==> config.mk <==
export PLATFORM = sky130hd
export DESIGN_NAME = bullet_hit_detector
export DESIGN_NICKNAME = d
export VERILOG_FILES = /design/src/rtl/bullet_hit_detector.sv
export SDC_FILE = /design/constraint.sdc
export NUM_CORES = 1
export LEC_CHECK = 0
export ABC_CLOCK_PERIOD_IN_PS = 9300
export BUFFER_PORTS_ARGS = -buffer_cell sky130_fd_sc_hd__buf_2
export CAP_MARGIN = 20
export CORE_MARGIN = 3
export CORE_UTILIZATION = 30
export CTS_BUF_LIST = sky130_fd_sc_hd__clkbuf_4 sky130_fd_sc_hd__clkbuf_8 sky130_fd_sc_hd__clkbuf_16
export CTS_CLUSTER_SIZE = 40
export DETAILED_ROUTE_END_ITERATION = 12
export PLACE_DENSITY = 0.59
export SETUP_SLACK_MARGIN = 0.15
export SLEW_MARGIN = 20
export SYNTH_ARGS = -nofsm -noshare
export SYNTH_HDL_FRONTEND = slang
export SYNTH_SLANG_ARGS = --single-unit
==> constraint.sdc <==
create_clock -name clk25 -period 9.3 [get_ports clk25]
set_clock_uncertainty 0.2 [all_clocks]
set_input_delay 0 -clock clk25 [delete_from_list [all_inputs] [get_ports clk25]]
set_output_delay 0 -clock clk25 [all_outputs]
set_load 0.02 [all_outputs]
==> src/rtl/bullet_hit_detector.sv <==
// Per-frame bullet/enemy collision scanner: snapshots positions on frame_tick,
// tests one (bullet, enemy) pair per clock and reports hits as one-cycle pulses.
module bullet_hit_detector #(
    parameter int unsigned BULLET_COUNT = 8,
    parameter int unsigned ENEMY_COUNT  = 4,
    parameter int unsigned BULLET_W     = 8,
    parameter int unsigned ENEMY_W      = 32,
    parameter int unsigned SCORE_W      = 16
) (
    input  logic                       clk25,
    input  logic                       rst,
    input  logic                       frame_tick,
    input  logic [10*BULLET_COUNT-1:0] bullet_x,
    input  logic [10*BULLET_COUNT-1:0] bullet_y,
    input  logic [BULLET_COUNT-1:0]    bullet_active,
    input  logic [10*ENEMY_COUNT-1:0]  enemy_x,
    input  logic [10*ENEMY_COUNT-1:0]  enemy_y,
    input  logic [ENEMY_COUNT-1:0]     enemy_alive,
    output logic [BULLET_COUNT-1:0]    bullet_hit,
    output logic [ENEMY_COUNT-1:0]     enemy_kill,
    output logic [SCORE_W-1:0]         score,
    output logic                       busy,
    output logic                       overrun
);

    localparam int unsigned PW  = 10;
    localparam int unsigned CW  = PW + 1;
    localparam int unsigned BW  = (BULLET_COUNT > 1) ? $clog2(BULLET_COUNT) : 1;
    localparam int unsigned EW  = (ENEMY_COUNT > 1) ? $clog2(ENEMY_COUNT) : 1;
    localparam int unsigned SW1 = SCORE_W + 1;

    typedef enum logic [1:0] {
        ST_IDLE,
        ST_SCAN,
        ST_REPORT
    } state_e;

    state_e                   state_q, state_d;
    logic [BW-1:0]            b_q, b_d;
    logic [EW-1:0]            e_q, e_d;
    logic [BULLET_COUNT-1:0]  pb_q, pb_d;
    logic [ENEMY_COUNT-1:0]   pe_q, pe_d;
    logic [BULLET_COUNT-1:0]  hit_q, hit_d;
    logic [ENEMY_COUNT-1:0]   kill_q, kill_d;
    logic [SCORE_W-1:0]       score_q, score_d;
    logic                     busy_q, busy_d;
    logic                     overrun_q, overrun_d;
    logic                     load_c;

    logic [PW-1:0]            sbx_q [BULLET_COUNT];
    logic [PW-1:0]            sby_q [BULLET_COUNT];
    logic [BULLET_COUNT-1:0]  sb_act_q;
    logic [PW-1:0]            sex_q [ENEMY_COUNT];
    logic [PW-1:0]            sey_q [ENEMY_COUNT];
    logic [ENEMY_COUNT-1:0]   se_alive_q;

    logic [CW-1:0]            bx_c, by_c, ex_c, ey_c;
    logic                     overlap_c;
    logic                     pair_hit_c;
    logic [SW1-1:0]           sum_c;

    // Frame snapshot, so live movement during a scan cannot disturb results
    always_ff @(posedge clk25 or posedge rst) begin
        if (rst) begin
            for (int i = 0; i < int'(BULLET_COUNT); i++) begin
                sbx_q[i] <= '0;
                sby_q[i] <= '0;
            end
            for (int i = 0; i < int'(ENEMY_COUNT); i++) begin
                sex_q[i] <= '0;
                sey_q[i] <= '0;
            end
            sb_act_q   <= '0;
            se_alive_q <= '0;
        end else if (load_c) begin
            for (int i = 0; i < int'(BULLET_COUNT); i++) begin
                sbx_q[i] <= bullet_x[10*i +: 10];
                sby_q[i] <= bullet_y[10*i +: 10];
            end
            for (int i = 0; i < int'(ENEMY_COUNT); i++) begin
                sex_q[i] <= enemy_x[10*i +: 10];
                sey_q[i] <= enemy_y[10*i +: 10];
            end
            sb_act_q   <= bullet_active;
            se_alive_q <= enemy_alive;
        end
    end

    always_ff @(posedge clk25 or posedge rst) begin
        if (rst) begin
            state_q   <= ST_IDLE;
            b_q       <= '0;
            e_q       <= '0;
            pb_q      <= '0;
            pe_q      <= '0;
            hit_q     <= '0;
            kill_q    <= '0;
            score_q   <= '0;
            busy_q    <= 1'b0;
            overrun_q <= 1'b0;
        end else begin
            state_q   <= state_d;
            b_q       <= b_d;
            e_q       <= e_d;
            pb_q      <= pb_d;
            pe_q      <= pe_d;
            hit_q     <= hit_d;
            kill_q    <= kill_d;
            score_q   <= score_d;
            busy_q    <= busy_d;
            overrun_q <= overrun_d;
        end
    end

    // Coordinates widened by one bit so box edges near 1023 cannot wrap
    always_comb begin
        bx_c = {1'b0, sbx_q[b_q]};
        by_c = {1'b0, sby_q[b_q]};
        ex_c = {1'b0, sex_q[e_q]};
        ey_c = {1'b0, sey_q[e_q]};
        overlap_c = (bx_c < ex_c + CW'(ENEMY_W)) && (ex_c < bx_c + CW'(BULLET_W)) &&
                    (by_c < ey_c + CW'(ENEMY_W)) && (ey_c < by_c + CW'(BULLET_W));
        pair_hit_c = sb_act_q[b_q] && se_alive_q[e_q] && !pb_q[b_q] && !pe_q[e_q] && overlap_c;
    end

    always_comb begin
        sum_c = {1'b0, score_q};
        for (int i = 0; i < int'(ENEMY_COUNT); i++) begin
            sum_c = sum_c + SW1'(pe_q[i]);
        end
    end

    always_comb begin
        state_d   = state_q;
        b_d       = b_q;
        e_d       = e_q;
        pb_d      = pb_q;
        pe_d      = pe_q;
        hit_d     = '0;
        kill_d    = '0;
        score_d   = score_q;
        overrun_d = overrun_q;
        load_c    = 1'b0;

        case (state_q)
            ST_IDLE: begin
                if (frame_tick) begin
                    load_c  = 1'b1;
                    pb_d    = '0;
                    pe_d    = '0;
                    b_d     = '0;
                    e_d     = '0;
                    state_d = ST_SCAN;
                end
            end
            ST_SCAN: begin
                if (frame_tick) begin
                    overrun_d = 1'b1;
                end
                if (pair_hit_c) begin
                    pb_d[b_q] = 1'b1;
                    pe_d[e_q] = 1'b1;
                end
                // Bullet index is major, enemy index minor
                if (e_q == EW'(ENEMY_COUNT - 1)) begin
                    e_d = '0;
                    if (b_q == BW'(BULLET_COUNT - 1)) begin
                        state_d = ST_REPORT;
                    end else begin
                        b_d = b_q + BW'(1);
                    end
                end else begin
                    e_d = e_q + EW'(1);
                end
            end
            ST_REPORT: begin
                if (frame_tick) begin
                    overrun_d = 1'b1;
                end
                hit_d   = pb_q;
                kill_d  = pe_q;
                score_d = sum_c[SCORE_W] ? '1 : sum_c[SCORE_W-1:0];
                state_d = ST_IDLE;
            end
            default: begin
                state_d = ST_IDLE;
            end
        endcase

        busy_d = (state_d != ST_IDLE);
    end

    assign bullet_hit = hit_q;
    assign enemy_kill = kill_q;
    assign score      = score_q;
    assign busy       = busy_q;
    assign overrun    = overrun_q;

endmodule

==> results.json, run 1 <==
{
  "seq_area_frac_synth_pct": 51.2,
  "timing.max_slew.rel_slack_pct": 33.0,
  "synthesis.area_per_instance_sq_um": 13.4,
  "num_vias": 11444,
  "floorplan.die_area_sq_mm": 0.0517,
  "outcome": "complete, no violations",
  "avgViaCountPerCell": 4.75,
  "count_of_final_setup_violators": 0,
  "worst_pin_slew_ns": 1.00,
  "power_mw": 6.95,
  "worst_path_arrival_ns": 5.28,
  "route.antenna.remaining_nets": 0,
  "post_synth_inst_count": 1099,
  "average_detailed_routed_wire_length_per_instance_microns": 19.0,
  "pin_count_of_the_biggest_net_entering_global_routing": 86,
  "cap_viol_max_count": 0,
  "floorplan.io_pins": 285,
  "timing.critical_path.fanout_max": 31,
  "htreeDepth": 2,
  "totalNegativeSetupSlack_ns": 0,
  "count_of_filler_cells_inserted_in_the_layout": 4227,
  "hold_viol_final": 0,
  "finalMaxSlewViolations": 0,
  "warning_count_from_the_yosys_run": 0,
  "area.growth.synth_to_final_pct": 48.9,
  "postSynth.asyncResetShare_pct": 100,
  "clock_path_buffers": 3,
  "global_route.overflow_total": 0,
  "power.static_leakage_nw": 9.65,
  "cp_data_required_time_ns": 9.54,
  "end_point_of_the_critical_path": "pb_q[7]",
  "synthFlopType": "sky130_fd_sc_hd__dfrtp_1",
  "worst_setup_path_start_kind": "register",
  "tritoncts_clock_tree": "yes",
  "initial_core_utilization_pct": 30.6,
  "maxClockFrequency_mhz": 199,
  "yosysUniqueCellTypes": 70,
  "number_of_drc_markers_after_the_initial_detailed_route_iteration": 617,
  "hold_path_class": "input port to register",
  "rsz0062_at_grt": "false",
  "tritoncts.num_buffers": 36,
  "port_buffers": 284,
  "postCtsSetupRepairBufs": 0,
  "clock_insertion_delay_worst_skew_ns": 0.56,
  "root_buffer": "sky130_fd_sc_hd__clkbuf_16",
  "number_of_resized_instances_in_the_post_cts_repair_step": 0,
  "final_net_count": 2070,
  "ys_seq_elements": 301,
  "grt_antenna_before_repair": 9,
  "design.core.area_sq_mm": 0.0480,
  "sequential_cell_area_sq_mm": 0.00754,
  "syn-num-nets": 1407,
  "final_layout_size_suffix_gt1_share_pct": 37.8,
  "numClockSinks": 301,
  "clk_transition_reported_paths_ns": 0.06,
  "drc_errors": 0,
  "layout_worst_path_cycle_share_pct": 54.1,
  "die_w_microns": 227,
  "timing.critical_path.from": "b_q[2]",
  "globalplace.congestion": 0.851,
  "pwr_density_mw_per_mm2": 317,
  "reg2reg_setup_slack_ns": 4.27,
  "grt_first_pass_wirelength_microns": 71100,
  "critPathKind": "register to register",
  "first_global_vias": 12643,
  "std_cell_rows": 80,
  "number_of_flops_mapped_to_enable_cells_by_yosys": 0,
  "grt_usage_pct": 17.8,
  "end_kind": "register",
  "dr.pass1.iters": 6,
  "worst_reg2reg_path_length_in_cells": 14,
  "final.min_clock_period_ns": 5.03,
  "crit-reg2reg-capture": "pb_q[7]",
  "dp_hpwl_microns": 29400,
  "multiInputGateArea_sq_mm": 0.00675,
  "synthesis.area_sq_mm": 0.0147,
  "ir_worst_vdd_uv": 157,
  "r2r_start": "b_q[2]",
  "finalWirelength_microns": 45800,
  "fp.dieH_microns": 227
}
-- sequential cells by signal, indices dropped and copies added, names as in the netlist, 2 cells and up --
signal,count
pb_q,8
sex_q,40
b_q,3
enemy_kill,4
sbx_q,80
state_q,2
sb_act_q,8
se_alive_q,4
sey_q,40
e_q,2
pe_q,4
bullet_hit,8
score,16
sby_q,80
-- where the power goes --
group,switching (mW),internal [mW]
logic,1.57,1.61
registers,0.371,1.89
clock network,0.581,0.924
-- stage by stage --
| step | util (%) | std cells | worst slack [ns] | instance area [sq um] | hold slack [ns] |
|---|---|---|---|---|---|
| global placement | 34.8 | 1949 | 4.48 | 16700 | -0.0839 |
| finish | 45.6 | 2410 | 4.27 | 21900 | 0.0175 |
| detailed placement | 34.8 | 1949 | 4.34 | 16700 | -0.0757 |
| floorplan | - | 1099 | 0.782 | 14700 | -0.0832 |
| CTS | 45.5 | 2402 | 4.30 | 21900 | 0.000223 |
| global route | 45.6 | 2410 | 3.95 | 21900 | 0.0241 |
-- Yosys cell counts (5+ instances only) --
cell                       count  area [sq um]
sky130_fd_sc_hd__clkbuf_1     40           150
sky130_fd_sc_hd__o21ai_0      17          85.1
sky130_fd_sc_hd__a22oi_1       6          45.0
sky130_fd_sc_hd__mux2_2      254          2860
sky130_fd_sc_hd__nand3_1      22           110
sky130_fd_sc_hd__xor2_1       13           114
sky130_fd_sc_hd__nand2_1      78           293
sky130_fd_sc_hd__o31ai_2       6          75.1
sky130_fd_sc_hd__o211ai_1      5          37.5
sky130_fd_sc_hd__mux2i_1      19           190
sky130_fd_sc_hd__inv_1        35           131
sky130_fd_sc_hd__mux4_2       43           968
sky130_fd_sc_hd__nand2b_1      6          37.5
sky130_fd_sc_hd__o21ai_1       7          35.0
sky130_fd_sc_hd__ha_1         50           626
sky130_fd_sc_hd__a22o_1        6          52.6
sky130_fd_sc_hd__buf_4         5          37.5
sky130_fd_sc_hd__buf_2         8          40.0
sky130_fd_sc_hd__a21oi_1      21           105
sky130_fd_sc_hd__nor2_1       27           101
sky130_fd_sc_hd__dfrtp_1     301          7530
sky130_fd_sc_hd__and2_1       17           106
sky130_fd_sc_hd__xnor2_1      12           105
sky130_fd_sc_hd__nor2b_1       7          43.8
sky130_fd_sc_hd__mux2_1        5          56.3
sky130_fd_sc_hd__a221oi_1      6          52.6
-- cells by family after synthesis --
family / count (synthesis) / synth area share (%)
mux: 323 / 28.1
flops: 301 / 51.2
simple gates: 184 / 5.95
compound gates: 113 / 5.67
buf+inv: 100 / 2.95
fa+ha+maj: 53 / 4.66
xor+xnor: 25 / 1.49
-- repair_timing --
item	CTS	global route
hold endpoints to repair	338	0
setup endpoints to repair	0	0
hold buffers	390	0
-- metal layers --
metal | global-route usage [%] | part of all wire (%) | vias up
met5 | 0 | 0.015 | -
met4 | 7.65 | 3.4 | 2
met3 | 4.05 | 5.4 | 89
met2 | 30.7 | 51 | 286
met1 | 21.5 | 41 | 5735
li1 | - | - | 5332
-- worst min-delay path by stage --
stage               cells past startpoint  slack, ns            from             to
floorplan                               2      -0.08  enemy_alive[1]  se_alive_q[1]
global placement                        2      -0.08             rst      sbx_q[63]
detailed placement                      2      -0.08             rst      sbx_q[63]
CTS                                     3     0.0002      enemy_x[9]      sex_q[39]
global route                            3       0.02    bullet_x[72]       sbx_q[2]
finish                                  3       0.02    bullet_x[79]       sbx_q[9]
-- layout by cell type, fill, tap and decap left out, types with 7 or more instances in the layout --
cell type                       count
sky130_fd_sc_hd__mux4_2            43
sky130_fd_sc_hd__a21oi_1           21
sky130_fd_sc_hd__inv_1             34
sky130_fd_sc_hd__nor2_1            27
sky130_fd_sc_hd__nor2b_1            7
sky130_fd_sc_hd__mux2i_1           19
sky130_fd_sc_hd__nand3_1           22
sky130_fd_sc_hd__dlygate4sd3_1    390
sky130_fd_sc_hd__nand2_1           78
sky130_fd_sc_hd__dfrtp_1          297
sky130_fd_sc_hd__clkbuf_16         36
sky130_fd_sc_hd__xor2_1            13
sky130_fd_sc_hd__diode_2            8
sky130_fd_sc_hd__o21ai_1            7
sky130_fd_sc_hd__buf_2            284
sky130_fd_sc_hd__o21ai_0           17
sky130_fd_sc_hd__buf_4             10
sky130_fd_sc_hd__mux2_2           254
sky130_fd_sc_hd__and2_1            17
sky130_fd_sc_hd__xnor2_1           12
sky130_fd_sc_hd__ha_1              50
-- area by class of cell --
cell class,count,area share [%]
clock buffers,48,4.69
repair buffers,685,24.7
well taps,615,3.51
flip-flops and latches,301,34.4
multi-input cells,698,30.8
inverters,40,0.720
clock inverters,15,1.08
diodes,8,0.0914
-- worst max-delay path, cell delays in order, from the launching register on --
cell	delay, ns
sky130_fd_sc_hd__dfrtp_2	0.87
sky130_fd_sc_hd__buf_4	0.51
sky130_fd_sc_hd__nor2b_1	0.48
sky130_fd_sc_hd__a22oi_1	0.18
sky130_fd_sc_hd__o21ai_1	0.23
sky130_fd_sc_hd__and2_0	0.24
sky130_fd_sc_hd__nand3_1	0.11
sky130_fd_sc_hd__xnor2_1	0.13
sky130_fd_sc_hd__ha_1	0.29
sky130_fd_sc_hd__a2111oi_0	0.41
sky130_fd_sc_hd__o21ai_0	0.15
sky130_fd_sc_hd__a21oi_1	0.16
sky130_fd_sc_hd__a311o_1	0.21
sky130_fd_sc_hd__nand4_2	0.38
sky130_fd_sc_hd__o31ai_1	0.35
Note: power is estimated with default switching activity, not from simulation.
==> inputs of run 2 (changes only) <==
ABC_AREA = 1   (was unset)
ABC_CLOCK_PERIOD_IN_PS = 5260   (was 9300)
PLACE_DENSITY = 0.58   (was 0.59)
clock period = 5.26 ns   (was 9.3 ns; I/O delays follow)
==> results.json, run 2 <==
{
  "cpMostUsedCell": "sky130_fd_sc_hd__nand2_1",
  "grt_util_met1_pct": 25.3,
  "use_met3_pct": 2.70,
  "first_global_vias": 16527,
  "ir_worst_vdd_uv": 204,
  "design.core.area_sq_mm": 0.0507,
  "grt_antenna_before_repair": 4,
  "root_buffer": "sky130_fd_sc_hd__clkbuf_16",
  "power.switching_fraction_pct": 42.7,
  "grt_usage_pct": 20.2,
  "area.growth.synth_to_final_pct": 43.6,
  "clock_insertion_delay_worst_skew_ns": 0.54,
  "timing.max_slew.rel_slack_pct": 30.3,
  "post_synth_most_frequent_cells": "1097 x sky130_fd_sc_hd__nand2_1, 301 x sky130_fd_sc_hd__dfrtp_1, 152 x sky130_fd_sc_hd__inv_1, 84 x sky130_fd_sc_hd__o21ai_0, 59 x sky130_fd_sc_hd__clkbuf_1",
  "worst_path_arrival_ns": 4.27,
  "globalplace.congestion": 0.856,
  "global_route.overflow_total": 0,
  "ys_seq_elements": 301,
  "warning_count_from_the_yosys_run": 0,
  "clock_path_buffers": 3,
  "hold_path_class": "input port to register",
  "dp_hpwl_microns": 34800,
  "num_vias": 15835,
  "gr-max-usage-layer": "met2",
  "most_used_cells_in_the_layout_excluding_fill_and_tap_cells": "1096 x sky130_fd_sc_hd__nand2_1, 356 x sky130_fd_sc_hd__dlygate4sd3_1, 300 x sky130_fd_sc_hd__dfrtp_1",
  "postSynth.asyncResetShare_pct": 100,
  "average_detailed_routed_wire_length_per_instance_microns": 16.3,
  "yosys-top-cells-area": "sky130_fd_sc_hd__dfrtp_1 49%, sky130_fd_sc_hd__nand2_1 27%, sky130_fd_sc_hd__ha_1 4.0%, sky130_fd_sc_hd__inv_1 3.7%, sky130_fd_sc_hd__o21ai_0 2.7%",
  "clk_transition_reported_paths_ns": 0.06,
  "cap_viol_max_count": 0,
  "final_net_count": 2975,
  "end_kind": "register",
  "floorplan.io_pins": 285,
  "mostFrequentLayoutCell": "sky130_fd_sc_hd__nand2_1",
  "seq_area_frac_synth_pct": 48.5,
  "finalWirelength_microns": 54900,
  "yosysUniqueCellTypes": 41,
  "timing.critical_path.buf_inv": 2,
  "syn-num-nets": 2382,
  "port_buffers": 284,
  "synth_top_area_cell": "sky130_fd_sc_hd__dfrtp_1",
  "intPower_mw": 6.92,
  "drc_errors": 0,
  "logic_gate_share_of_total_power_pct": 46.0,
  "rsz0062_at_grt": "false",
  "finalMaxSlewViolations": 0,
  "initial_core_utilization_pct": 30.6,
  "clockPowerShare_pct": 22.1,
  "pwr_density_mw_per_mm2": 542,
  "fp.dieH_microns": 233,
  "grt_first_pass_wirelength_microns": 87300,
  "grt_util_met2_pct": 35.0,
  "timing.critical_path.fanout_max": 16,
  "floorplan.die_area_sq_mm": 0.0545,
  "worst_setup_path_start_kind": "register",
  "avgViaCountPerCell": 4.70,
  "worst_pin_slew_ns": 1.04,
  "synthesis.area_per_instance_sq_um": 7.49,
  "synthesis.area_sq_mm": 0.0155,
  "number_of_flops_mapped_to_enable_cells_by_yosys": 0,
  "number_of_drc_markers_after_the_initial_detailed_route_iteration": 968,
  "cp_data_required_time_ns": 5.49,
  "synthFlopType": "sky130_fd_sc_hd__dfrtp_1",
  "outcome": "complete, no violations",
  "top_family_by_delay_on_critical_path": "simple AND/OR/NAND/NOR gates",
  "share_seq_of_total_power_pct": 31.8,
  "std_cell_rows": 82,
  "count_of_final_setup_violators": 0,
  "final.min_clock_period_ns": 4.04,
  "dr.pass1.iters": 9,
  "post_synth_inst_count": 2074,
  "pin_count_of_the_biggest_net_entering_global_routing": 186,
  "die_w_microns": 233,
  "tritoncts.num_buffers": 36,
  "reg.largest.list": "sbx_q (80), sby_q (80)",
  "power.static_leakage_nw": 11.8,
  "synth.top_cell.area_share_pct": 48.5,
  "final_layout_size_suffix_gt1_share_pct": 14.8,
  "yosys.cell_count.top_type": "sky130_fd_sc_hd__nand2_1",
  "timing.critical_path.slowest_cell_delay_ns": 0.52,
  "critPathKind": "register to register",
  "tritoncts_clock_tree": "yes",
  "hold_viol_final": 0,
  "post-route-util_pct": 44.0,
  "layout_worst_path_cycle_share_pct": 76.8,
  "power.switching_mw": 5.16,
  "route.antenna.remaining_nets": 0,
  "power_mw": 12.1,
  "totalNegativeSetupSlack_ns": 0,
  "numClockSinks": 301,
  "worst_path_max_delay_cell": "sky130_fd_sc_hd__inv_1",
  "maxClockFrequency_mhz": 247,
  "htreeDepth": 2,
  "critical_path.cell_chain": "inv_1 -> nor2_1 -> nand2_1 -> o22ai_1 -> a221oi_1 -> nand2_1 -> inv_1 -> ha_1 -> a21oi_1 -> a21boi_1 -> nor2_1 -> nor2_1 -> nand2_1 -> nor2_2 -> nand3_2 -> nand2_4 -> nand2_4 -> nand2_1 -> nand2_1"
}
run 2: changes by cell type after synthesis, sizes merged, moves of 18 or more:
cell    change
inv       +115
nor2       +35
mux2i      -19
mux4       -45
and2       -18
mux2      -259
o21ai      +64
nand2    +1033
nand3      +35
clkbuf     +19
buf        +22
run 2: layout make-up:
type,count,area [sq um]
multi-input cells,1517,6890
inverters,155,593
fillers,4941,28400
clock inverters,11,146
well taps,672,841
diodes,3,7.51
clock buffers,55,1150
flip-flops and latches,301,7530
repair buffers,656,5140
run 2: timing repair:
item / 4_1_cts / 5_1_grt
hold endpoints to repair: 569 / 0
resized for setup: 0 / 0
hold buffers: 356 / 0
setup buffers: 0 / 0
run 2: worst register-to-register path, delay by kind of cell, from the launching register on:
| family | cells | cell delay, ns |
|---|---|---|
| AO/OA/AOI/OAI | 4 | 0.80 |
| adder cells (fa/ha/maj) | 1 | 0.25 |
| buffers and inverters | 2 | 0.61 |
| flip-flops | 1 | 0.37 |
| AND/OR/NAND/NOR | 12 | 1.68 |
run 2: cell families (layout without fill, tap and decap cells):
| kind of cell | count (synthesis) | after routing | share of synthesized area [%] |
|---|---|---|---|
| other | 0 | 3 | 0 |
| AOI/OAI and AO/OA | 174 | 174 | 6.47 |
| xor gates and xnor gates | 20 | 20 | 1.13 |
| buffers and inverters | 256 | 877 | 7.16 |
| adders and majority gates | 53 | 53 | 4.42 |
| DFF | 301 | 301 | 48.5 |
| and+or+nand+nor | 1270 | 1270 | 32.3 |
run 2: path summary, 6_finish.rpt:
path / from / end / slack (ns) / depth (start not counted)
max: b_q[2] / pe_q[1] / 1.22 / 19
min: bullet_x[12] / sbx_q[62] / 0.02 / 4
max reg2reg: b_q[2] / pe_q[1] / 1.22 / 19
min reg2reg: overrun / overrun / 0.25 / 1
max in group asynchronous: rst / sex_q[35] / 4.02 / 4
min in group asynchronous: rst / sbx_q[41] / 0.06 / 4
run 2: power groups by stage:
| stage | clock network [mW] | logic [mW] | registers [mW] |
|---|---|---|---|
| floorplan | 0 | 4.00 | 3.70 |
| global placement | 0 | 5.21 | 3.85 |
| detailed placement | 0 | 5.34 | 3.86 |
| CTS | 2.73 | 5.58 | 3.83 |
| global route | 2.83 | 6.44 | 3.95 |
| finish | 2.68 | 5.56 | 3.85 |
run 2: per-stage QoR:
step | setup slack, ns | cells | cell area [sq um] | hold WS, ns
CTS | 0.936 | 3366 | 22300 | 0.000217
global placement | 1.01 | 2944 | 17400 | -0.00224
floorplan | 1.06 | 2074 | 15500 | -0.0904
finish | 1.22 | 3370 | 22300 | 0.0249
global route | 0.870 | 3369 | 22300 | 0.0169
detailed placement | 0.965 | 2944 | 17400 | -0.00372
run 2: metal layers:
layer,share of wire (%),vias to the layer above,wire (microns)
met5,0.038,-,21
met4,3.9,4,2120
met3,5.0,131,2770
met2,49,532,26700
met1,42,7554,23300
li1,-,7614,-
==> inputs of run 3 (changes only) <==
ABC_AREA = 0   (was 1)
ABC_CLOCK_PERIOD_IN_PS = 3560   (was 5260)
PLACE_DENSITY = 0.6   (was 0.58)
clock period = 3.56 ns   (was 5.26 ns; I/O delays follow)
==> results.json, run 3 (same netlist as run 1, synthesis figures left out) <==
{
  "outcome": "complete, but fails checks",
  "violations": "setup timing",
  "std_cell_rows": 80,
  "clk_transition_reported_paths_ns": 0.06,
  "numClockSinks": 301,
  "dr.pass1.iters": 5,
  "timing.critical_path.fanout_max": 6,
  "htreeDepth": 2,
  "final_layout_size_suffix_gt1_share_pct": 42.9,
  "timing.critical_path.buf_inv": 4,
  "worst_setup_path_start_kind": "register",
  "power.static_leakage_nw": 9.88,
  "root_buffer": "sky130_fd_sc_hd__clkbuf_16",
  "worstHoldStart": "enemy_y[29]",
  "maxClockFrequency_mhz": 271,
  "r2r_start": "b_q[1]",
  "tritoncts.num_buffers": 36,
  "timing.critical_path.slowest_cell_delay_ns": 0.48,
  "route.antenna.remaining_nets": 0,
  "hold_viol_final": 0,
  "floorplan.die_area_sq_mm": 0.0517,
  "num_vias": 11547,
  "post-route-util_pct": 46.5,
  "critical_path.cell_chain": "buf_12 -> buf_12 -> mux4_2 -> o211ai_1 -> buf_4 -> nand2_1 -> nand3_2 -> xnor2_2 -> ha_4 -> a2111oi_4 -> o21ai_1 -> a21oi_2 -> a311o_1 -> nand4_4 -> buf_12 -> o31ai_1",
  "layoutNonFillerInstCount": 2428,
  "die_w_microns": 227,
  "floorplan.io_pins": 285,
  "cp_data_required_time_ns": 3.80,
  "globalplace.congestion": 0.845,
  "placedCellCount": 2009,
  "finalWirelength_microns": 46800,
  "first_global_vias": 12667,
  "grt_usage_pct": 18.1,
  "clock_insertion_delay_worst_skew_ns": 0.55,
  "average_detailed_routed_wire_length_per_instance_microns": 19.3,
  "number_of_drc_markers_after_the_initial_detailed_route_iteration": 573,
  "cpMostUsedCell": "sky130_fd_sc_hd__buf_12",
  "reg2reg_setup_slack_ns": -0.13,
  "global_route.overflow_total": 0,
  "tritoncts_clock_tree": "yes",
  "hold_path_end": "sey_q[19]",
  "ir_worst_vdd_uv": 470,
  "timing.critical_path.from": "b_q[1]",
  "finalMaxSlewViolations": 0,
  "timing.max_slew.rel_slack_pct": 51.6,
  "final_net_count": 2090,
  "worst_pin_slew_ns": 0.725,
  "avgViaCountPerCell": 4.76,
  "pwr_density_mw_per_mm2": 886,
  "clock_path_buffers": 3,
  "critPathKind": "register to register",
  "port_buffers": 284,
  "count_of_final_setup_violators": 12,
  "area.growth.synth_to_final_pct": 51.9,
  "most_used_cells_in_the_layout_excluding_fill_and_tap_cells": "340 x sky130_fd_sc_hd__dlygate4sd3_1, 297 x sky130_fd_sc_hd__dfrtp_1, 284 x sky130_fd_sc_hd__buf_2",
  "rsz0062_at_grt": "true",
  "grt_antenna_before_repair": 6,
  "worst_reg2reg_path_length_in_cells": 16,
  "mostFrequentLayoutCell": "sky130_fd_sc_hd__dlygate4sd3_1",
  "layout_worst_path_cycle_share_pct": 104,
  "reg.largest.list": "sbx_q (80), sby_q (80)",
  "worst_path_arrival_ns": 3.93,
  "end_kind": "register",
  "worst_path_max_delay_cell": "sky130_fd_sc_hd__dfrtp_4",
  "design.core.area_sq_mm": 0.0480,
  "crit-reg2reg-capture": "pb_q[6]",
  "top_family_by_delay_on_critical_path": "compound AO/OA/AOI/OAI gates",
  "initial_core_utilization_pct": 30.6,
  "pin_count_of_the_biggest_net_entering_global_routing": 99,
  "fp.dieH_microns": 227,
  "drc_errors": 0,
  "dp_hpwl_microns": 30800,
  "cap_viol_max_count": 0,
  "grt_first_pass_wirelength_microns": 71800,
  "worst_slack_ns": -0.131,
  "hold_path_class": "input port to register",
  "hold_path_depth": 3,
  "final.min_clock_period_ns": 3.69
}
==> run 3: changes by cell type in the layout (fill, tap and decap cells not counted), sizes merged, moves of 18 or more <==
cell,change
nand2,-1033
mux2,+259
inv,-114
o21ai,-64
buf,+62
mux4,+45
nand3,-35
nor2,-35
mux2i,+19
and2,+18
==> run 3: timing repair <==
item	CTS	global route
cloned	0	2
setup endpoints to repair	12	12
resized for setup	19	31
buffers inserted	3	5
endpoints found under the hold margin	557	0
hold buffers	340	0
pin swaps	4	12
==> run 3: report_power, final <==
part           internal (mW)  leakage [nW]  switching, mW  total, mW
Clock                   2.46         0.643           1.51       3.96
Combinational           5.28          5.63           4.63       9.91
Sequential              4.96          3.61          0.966       5.92
==> run 3: how the worst max path moves through the flow <==
stage	cells after the start	slack, ns	endpoint
CTS	16	-0.1	pb_q[6]
detailed placement	15	-0.21	pb_q[7]
global placement	15	-0.14	pb_q[7]
floorplan	1	-0.64	b_q[0]
finish	16	-0.13	pb_q[6]
global route	15	-0.34	pb_q[6]
==> run 3: worst register-to-register path, cell delays in order (launching register included) <==
cell                        delay, ns
sky130_fd_sc_hd__dfrtp_4         0.48
sky130_fd_sc_hd__buf_12          0.15
sky130_fd_sc_hd__buf_12          0.13
sky130_fd_sc_hd__mux4_2          0.44
sky130_fd_sc_hd__o211ai_1        0.17
sky130_fd_sc_hd__buf_4           0.17
sky130_fd_sc_hd__nand2_1         0.07
sky130_fd_sc_hd__nand3_2         0.09
sky130_fd_sc_hd__xnor2_2         0.13
sky130_fd_sc_hd__ha_4            0.24
sky130_fd_sc_hd__a2111oi_4       0.28
sky130_fd_sc_hd__o21ai_1         0.14
sky130_fd_sc_hd__a21oi_2         0.13
sky130_fd_sc_hd__a311o_1         0.24
sky130_fd_sc_hd__nand4_4         0.17
sky130_fd_sc_hd__buf_12          0.18
sky130_fd_sc_hd__o31ai_1         0.18
==> run 3: area by class of cell <==
type                            instances  area (sq um)
Fill cell                            4161         25700
Sequential cell                       301          7540
Multi-Input combinational cell        698          6940
Timing Repair Buffer                  705          5640
Clock buffer                           50          1060
Tap cell                              615           769
Clock inverter                         16           219
Inverter                               40           154
Antenna cell                            3          7.51
==> run 3: layer usage <==
layer  GRT usage (%)  vias to the layer above  wire, microns  part of all wire, %
met1            21.6                     5776          19000                   41
met4            7.21                        6           1720                  3.7
li1                -                     5365              -                    -
met2            32.5                      287          24100                   52
met3            3.12                      113           1870                  4.0
met5               0                        -             41                0.088
==> run 3: stage by stage <==
stage                     setup slack [ns]  hold WS, ns  setup TNS, ns  instance area [sq um]  power, mW
after global routing                -0.341       0.0133          -3.44                  22300       21.2
after CTS                          -0.0981    0.0000108         -0.895                  22100       19.4
final                               -0.131       0.0236          -1.16                  22300       19.8
after detailed placement            -0.210      -0.0416          -2.08                  17300       14.7
after floorplan                     -0.641      -0.0832        -192.95                  14700       11.7
after global placement              -0.139      -0.0485          -1.29                  17300       14.4
